## src/rtl/qu_common_pkg.sv

```systemverilog
// Constants shared across the queue/dispatch blocks.
package qu_common;

    localparam int unsigned RES_ST_DEPTH_DEF = 32;

endpackage

```

## src/rtl/qu_uop_pkg.sv

```systemverilog
// Micro-op and reservation-station cell layouts.
package qu_uop;

    typedef struct packed {
        logic        busy;
        logic [12:0] op;
        logic [5:0]  dst;
        logic [5:0]  src1;
        logic [5:0]  src2;
    } res_st_cell_t;

endpackage

```

## src/rtl/prio_enc.sv

```systemverilog
// Lowest-set-bit priority encoder: returns the index of the lowest set bit of req.
module prio_enc #(
    parameter int unsigned W = 32
) (
    input  logic [W-1:0]         req,
    output logic [$clog2(W)-1:0] idx,
    output logic                 found
);

    localparam int unsigned IW = $clog2(W);

    always_comb begin
        idx   = '0;
        found = 1'b0;
        for (int unsigned i = 0; i < W; i++) begin
            if (req[i] && !found) begin
                idx   = IW'(i);
                found = 1'b1;
            end
        end
    end

endmodule

```

## src/rtl/res_st_alloc.sv

```systemverilog
// Reservation-station entry allocator: hands out the lowest free entry per
// accepted uop, tracks occupancy, and frees entries on release or flush.
module res_st_alloc
    import qu_common::*;
    import qu_uop::*;
#(
    parameter int unsigned RES_ST_DEPTH = RES_ST_DEPTH_DEF
) (
    input  logic                          clk,
    input  logic                          rst,
    input  logic                          in_valid,
    output logic                          in_ready,
    input  res_st_cell_t                  in_cell,
    output logic                          wr_en,
    output logic [$clog2(RES_ST_DEPTH)-1:0] wr_addr,
    output res_st_cell_t                  wr_in,
    input  logic                          rel_en,
    input  logic [$clog2(RES_ST_DEPTH)-1:0] rel_addr,
    input  logic                          flush,
    output logic [$clog2(RES_ST_DEPTH):0] free_cnt,
    output logic                          full,
    output logic                          empty
);

    localparam int unsigned AW = $clog2(RES_ST_DEPTH);
    localparam int unsigned CW = AW + 1;
    localparam logic [CW-1:0] DEPTH_CNT = CW'(RES_ST_DEPTH);

    logic [RES_ST_DEPTH-1:0] alloc_vec;
    logic [RES_ST_DEPTH-1:0] free_vec;
    logic [RES_ST_DEPTH-1:0] vec_next;
    logic [AW-1:0]           sel_idx;
    logic                    sel_found;
    logic                    accept;
    logic                    rel_hit;
    logic [CW-1:0]           cnt_next;
    res_st_cell_t            cell_next;

    assign free_vec = ~alloc_vec;

    prio_enc #(.W(RES_ST_DEPTH)) u_prio_enc (
        .req   (free_vec),
        .idx   (sel_idx),
        .found (sel_found)
    );

    assign full     = (free_cnt == '0);
    assign empty    = (free_cnt == DEPTH_CNT);
    assign in_ready = ~full;
    assign accept   = in_valid & in_ready & sel_found;
    // A release of an already-free entry is a no-op, so it must not bump the count.
    assign rel_hit  = rel_en & alloc_vec[rel_addr];

    always_comb begin
        vec_next = alloc_vec;
        if (rel_hit) vec_next[rel_addr] = 1'b0;
        if (accept)  vec_next[sel_idx]  = 1'b1;
        cnt_next       = free_cnt + CW'(rel_hit) - CW'(accept);
        cell_next      = in_cell;
        cell_next.busy = 1'b1;
    end

    always_ff @(posedge clk or negedge rst) begin
        if (!rst) begin
            alloc_vec <= '0;
            free_cnt  <= DEPTH_CNT;
            wr_en     <= 1'b0;
            wr_addr   <= '0;
            wr_in     <= '0;
        end else if (flush) begin
            alloc_vec <= '0;
            free_cnt  <= DEPTH_CNT;
            wr_en     <= 1'b0;
        end else begin
            alloc_vec <= vec_next;
            free_cnt  <= cnt_next;
            wr_en     <= accept;
            if (accept) begin
                wr_addr <= sel_idx;
                wr_in   <= cell_next;
            end
        end
    end

endmodule

```

## config.mk

```make
export PLATFORM = sky130hd
export DESIGN_NAME = res_st_alloc
export DESIGN_NICKNAME = d
export VERILOG_FILES = /design/src/rtl/qu_common_pkg.sv /design/src/rtl/qu_uop_pkg.sv /design/src/rtl/prio_enc.sv /design/src/rtl/res_st_alloc.sv
export SDC_FILE = /design/constraint.sdc
export NUM_CORES = 1
export LEC_CHECK = 0
export CAP_MARGIN = 0
export CORE_MARGIN = 2
export CORE_UTILIZATION = 55
export CTS_BUF_LIST = sky130_fd_sc_hd__clkbuf_4
export CTS_CLUSTER_DIAMETER = 150
export CTS_CLUSTER_SIZE = 10
export DETAILED_ROUTE_END_ITERATION = 12
export PLACE_DENSITY = 0.85
export RECOVER_POWER = 50
export SKIP_CTS_REPAIR_TIMING = 1
export SYNTH_ARGS = -nofsm -noshare
export SYNTH_HDL_FRONTEND = slang
export SYNTH_SLANG_ARGS = --single-unit
```

## constraint.sdc

```tcl
create_clock -name clk -period 5.5 [get_ports clk]
set_input_delay 1.375 -clock clk [delete_from_list [all_inputs] [get_ports clk]]
set_output_delay 1.375 -clock clk [all_outputs]
set_load 0.02 [all_outputs]
```

* Word-level counts from Yosys, hierarchy flattened
Cells that the tools add are included.
Word-level totals: register bits after elaboration 76, latch bits 0, bits in writable memories 0, bits in read-only memories 0, input port bits 42, output and inout bits 47, word-level logic and storage cells 165, memories 0
Operators by class: add/subtract/negate cells 2, multiply operators 0, divide/modulo/power cells 0, magnitude comparators 4, eq/ne operators 1, shift-type cells 0, muxes and demuxes 74, bitwise operators 9, reductions and logical operators 66
Operators with widths (count):
- $mux 32 | 3
- $mux 5 | 16
- $not 32->32 | 2
- $mux 1 | 37
- $logic_and 1x1->1 | 33
- $and 32x32->32 | 1
- $mux 4 | 8
- $or 32x32->32 | 1
- $logic_not 1->1 | 31
- $lt 5x6->1 const B | 2
- $mux 3 | 4
- $demux 1 s5 | 2
- $ge 5x1->1 const B | 2
- $add 6x1->6 | 1
- $eq 6x6->1 const B | 1
- $logic_not 6->1 | 1
- $mux 6 | 1
- $sub 6x1->6 | 1
- $bmux 1 s5 | 1
- $mux 2 | 2
- $and 1x1->1 | 3
- $not 1->1 | 2
- $reduce_and 2->1 | 1

* Depth between registers and ports, before layout
depth after elaboration 102, depth in mapped cells 16

* Cells and area by module
A second synthesis with hierarchy kept.
Unflattened totals: cell total of the unflattened synthesis 545, area total of the unflattened synthesis 4665.7 um^2
Modules (own cells, without submodules):
- res_st_alloc | times used 1, cells an instance 476, area an instance 4224.1 um^2
- prio_enc | times used 1, cells an instance 69, area an instance 441.7 um^2

* Worst setup path after synthesis
OpenSTA, ideal clock, no wires.
path kind input port to flip-flop, from input rel_addr[0], to register free_cnt[4], library setup time 0.131 ns, arrival time 3.920 ns, data required time 5.369 ns, path slack 1.449 ns, stages on the path 15, buffers on the path 2, cell sequence buf_6 mux4_2 a222oi_1 o21ai_2 nand2_2 buf_6 ha_1 inv_1 ha_1 fa_1 a21oi_1 nor2_1 nor2_1 xor2_1 nor2_1
Between the ends: cells in the longest elaborated chain, start to end 6
RTL lines:
- from (decl) | RTL line res_st_alloc.sv:18 | input logic [$clog2(RES_ST_DEPTH)-1:0] rel_addr,
- $bmux 1 s5 | RTL line res_st_alloc.sv:52 | assign rel_hit = rel_en & alloc_vec[rel_addr];
- $mux 1 (not written as such) | RTL line res_st_alloc.sv:52
- $and 1x1->1 | RTL line res_st_alloc.sv:52
- $add 6x1->6 | RTL line res_st_alloc.sv:58 | cnt_next = free_cnt + CW'(rel_hit) - CW'(accept);
- $sub 6x1->6 | RTL line res_st_alloc.sv:58
- $mux 6 | RTL line res_st_alloc.sv:70 | end else if (flush) begin
- to (signal assigned) | RTL line res_st_alloc.sv:76 | free_cnt <= cnt_next;
- to (decl) | RTL line res_st_alloc.sv:20 | output logic [$clog2(RES_ST_DEPTH):0] free_cnt,
No other way between the ends. The select of a mux whose other input is x is not followed. A chain may end at the register's enable or synchronous reset.

* Worst setup path after layout
from input rel_addr[1], to register free_cnt[4]
Same word-level chain as after synthesis.

==> results.rst <==
.. list-table::
   :header-rows: 1

   * - Metric
     - Value
   * - Status
     - completed
   * - Placeable core area
     - 7330 um2
   * - CP Launch Type
     - primary input
   * - Number of CTS-inserted buffers
     - 9
   * - Final-layout worst hold slack
     - 0.479 ns
   * - First-pass GRT wire length
     - 18900 um
   * - Count of warnings emitted by yosys
     - 0
   * - Post-Route Setup TNS
     - 0 ns
   * - Synth cell count leaders
     - dfrtp_1 (75), mux2_2 (29), nand2_1 (24), o311ai_1 (24), inv_1 (23)
   * - Number of library cell types mapped by synthesis
     - 65
   * - Maximum clock skew at final layout
     - 0.0203 ns
   * - N_diodes
     - 0
   * - Number of pins with negative max-slew slack in the final report
     - 0
   * - Count of endpoints failing setup in the final report
     - 0
   * - Clock tree from TritonCTS
     - yes
   * - Final antenna-violating net count
     - 0
   * - Cell at the root of the clock tree
     - clkbuf_4
   * - Leak
     - 2.10 nW
   * - Crit Path Class
     - in -> reg
   * - Cell at the slowest stage of the critical path
     - clkdlybuf4s50_1
   * - Via count of the first global-routing pass
     - 3812
   * - Starting density of the core
     - 57.3%
   * - DRC marker count from the first detailed-route iteration
     - 510
   * - Wirelength per Cell
     - 19.8 um
   * - Cell with the most instances after synthesis
     - dfrtp_1
   * - IO Port Bufs
     - 87
   * - Max-cap viol count
     - 0
   * - CP bufs+invs
     - 3
   * - Dpl cells
     - 566
   * - Sequential element share of the synthesized area
     - 45.3%
   * - Detail-routed via count per cell
     - 6.47
   * - Final hold violation count
     - 0
   * - Cell breakdown of the critical path
     - clkdlybuf4s50_1 > buf_4 > mux2i_1 > o22ai_1 > nor3_1 > o21ai_2 > nand2_2 > ha_1 > inv_1 > ha_1 > fa_1 > a21oi_1 > nor2_1 > nor2_1 > xor2_1 > nor2_1
   * - Synth-to-Final Area Change
     - 25.5%
   * - Critical path peak fanout
     - 14
   * - Congestion Overflow GR
     - 0
   * - Height of the die
     - 91.4 um
   * - Main combinational cell family by area after synthesis
     - compound AO/OA/AOI/OAI gates
   * - Count of standard-cell rows
     - 31
   * - First-pass iteration count of the detailed router
     - 4
   * - Worst Max-Slew Pin Slew
     - 1.06 ns
   * - Synthesized-area fraction occupied by ao, oa, aoi and oai cells
     - 17.7%
   * - Unrepaired setup endpoints after global routing
     - no
   * - Nets
     - 530
   * - Fraction of the core area covered by cells at the end of the flow
     - 72.0%
   * - Global placement routability congestion
     - 0.990
   * - Share of synthesized area spent on multiplexers
     - 12.8%
   * - Post-detailed-routing wire length
     - 11500 um
   * - Post-Synth Simple-Gate Area
     - 15.5%
   * - Relative slew slack
     - 29.6%
   * - Cell type group with the largest total delay on the critical path
     - buffers and inverters
   * - Async SR Flop Fraction
     - 100%
   * - Drc violations
     - 0
   * - Clock Sink Count
     - 76
   * - Full die area
     - 8360 um2
   * - Maximum frequency from static timing analysis
     - 223 MHz
   * - Post-synthesis share of cell area spent on xor and xnor gates
     - 0.833%
   * - Leading cell types by total area after synthesis
     - dfrtp_1 (45%), mux2_2 (7.8%), o311ai_1 (5.0%)
   * - Global Route Usage Sum
     - 28.6%
   * - Cell taking the most area after synthesis
     - dfrtp_1
   * - Maximum vdd drop
     - 0.299 mV
   * - Arrival time of the worst setup path
     - 4.80 ns
   * - Synth Area in Adders
     - 3.15%
   * - Most frequent CP cell
     - nor2_1
   * - Number of antenna violations at the first check in global routing
     - 0
   * - Post-Layout Cell Count
     - 582
   * - Maximum root-to-sink buffer count
     - 2
   * - Top_reg_cell synth
     - dfrtp_1
   * - Fin crit period
     - 4.49 ns
   * - Via count of the routed design
     - 3764
   * - Crit-path max cell delay
     - 0.95 ns
   * - Net count of the mapped netlist
     - 447
   * - Mean post-synth cell area
     - 10.6 um2
   * - Maximum number of pins on one net before global-route repair
     - 77
   * - Top-level I/O count
     - 89
   * - H-tree level count
     - 3
   * - Category of the worst setup path capture point
     - flip-flop
   * - Number of fill cells
     - 506
   * - Estimated wirelength of the detail-placed design
     - 8220 um
   * - Post-synth design cell area
     - 4200 um2
   * - Fraction of final layout cells sized beyond drive strength 1
     - 15.7%
   * - Clock edge transition at the registers on the reported setup and hold paths
     - 0.13 ns
   * - Tightest Hold Check Type
     - reg -> reg
   * - Synthesized instance count
     - 395
   * - Number of flops mapped to enable cells by yosys
     - 0
   * - Power per unit of standard cell area
     - 343 nW/um2
   * - Portion of the clock cycle consumed by the worst path in the final layout
     - 81.6%
   * - Share of the synthesized area in the top cell type
     - 44.6%
   * - Insertion delay of the later-clocked pin in the worst-skew pair
     - 0.45 ns
   * - Die extent in x
     - 91.4 um
   * - WP data required
     - 5.81 ns
   * - Number of synthesized register bits
     - 76
## registers in the layout, indices dropped and copies added (netlist names)
signal	cells
wr_in	32
alloc_vec	32
free_cnt	6
wr_addr	5
wr_en	1
## report_power, final
part / total (mW) / switching, mW / internal, mW
logic: 0.686 / 0.356 / 0.330
clock network: 0.414 / 0.223 / 0.191
registers: 0.709 / 0.0573 / 0.652
total: 1.81 / 0.636 / 1.17
## final timing paths
path	startpoint	end	slack [ns]	cells past startpoint
worst max-delay path	rel_addr[1]	free_cnt[4]	1.01	16
worst min-delay path	wr_in[31]	wr_in[31]	0.48	1
worst max register to register	alloc_vec[5]	free_cnt[4]	2.27	14
worst min register to register	wr_in[31]	wr_in[31]	0.48	1
max in group asynchronous	rst	wr_addr[0]	3.84	1
min in group asynchronous	rst	alloc_vec[25]	1.06	1
## through the flow
stage / instance area, um2 / power (mW) / setup WS [ns]
6_report: 5280 / 1.81 / 1.01
5_1_grt: 5280 / 1.90 / 0.819
3_3_place_gp: 5100 / 1.40 / 0.635
4_1_cts: 5280 / 1.83 / 1.05
3_5_place_dp: 5100 / 1.42 / 0.590
2_1_floorplan: 4200 / 1.12 / 1.45
## cell usage in the layout, fill, tap and decap left out, types with 12 or more instances in the layout
cell	count
mux2_2	29
dfrtp_1	75
nand2_1	24
clkdlybuf4s50_1	63
nor2_1	20
dlygate4sd3_1	23
mux2i_1	12
inv_1	23
o311ai_1	24
o21ai_1	22
## area by class of cell
cell class	count	area, um2	share of cell area, %
well taps	99	124	2.35
repair buffers	89	883	16.7
inverters	23	86.3	1.64
clock buffers	9	67.6	1.28
clock inverters	7	104	1.97
multi-input cells	279	2110	39.9
flip-flops and latches	76	1900	36.1
## layer usage
| metal | up-vias | routed length (um) | track usage, % |
|---|---|---|---|
| met5 | - | 0 | 0 |
| met4 | 0 | 374 | 13.4 |
| met3 | 42 | 1010 | 5.15 |
| met2 | 232 | 5520 | 45.9 |
| met1 | 1832 | 4640 | 37.7 |
| li1 | 1658 | - | - |
## cells by family (layout without fill, tap and decap cells)
| group | after synthesis | count (layout) |
|---|---|---|
| AO/OA/AOI/OAI | 106 | 106 |
| XOR/XNOR | 4 | 4 |
| adder cells (fa/ha/maj) | 10 | 10 |
| buffers and inverters | 40 | 128 |
| flip-flops | 76 | 76 |
| multiplexers | 46 | 46 |
| AND/OR/NAND/NOR | 113 | 113 |
No activity file was read; power rests on OpenSTA's default activity.
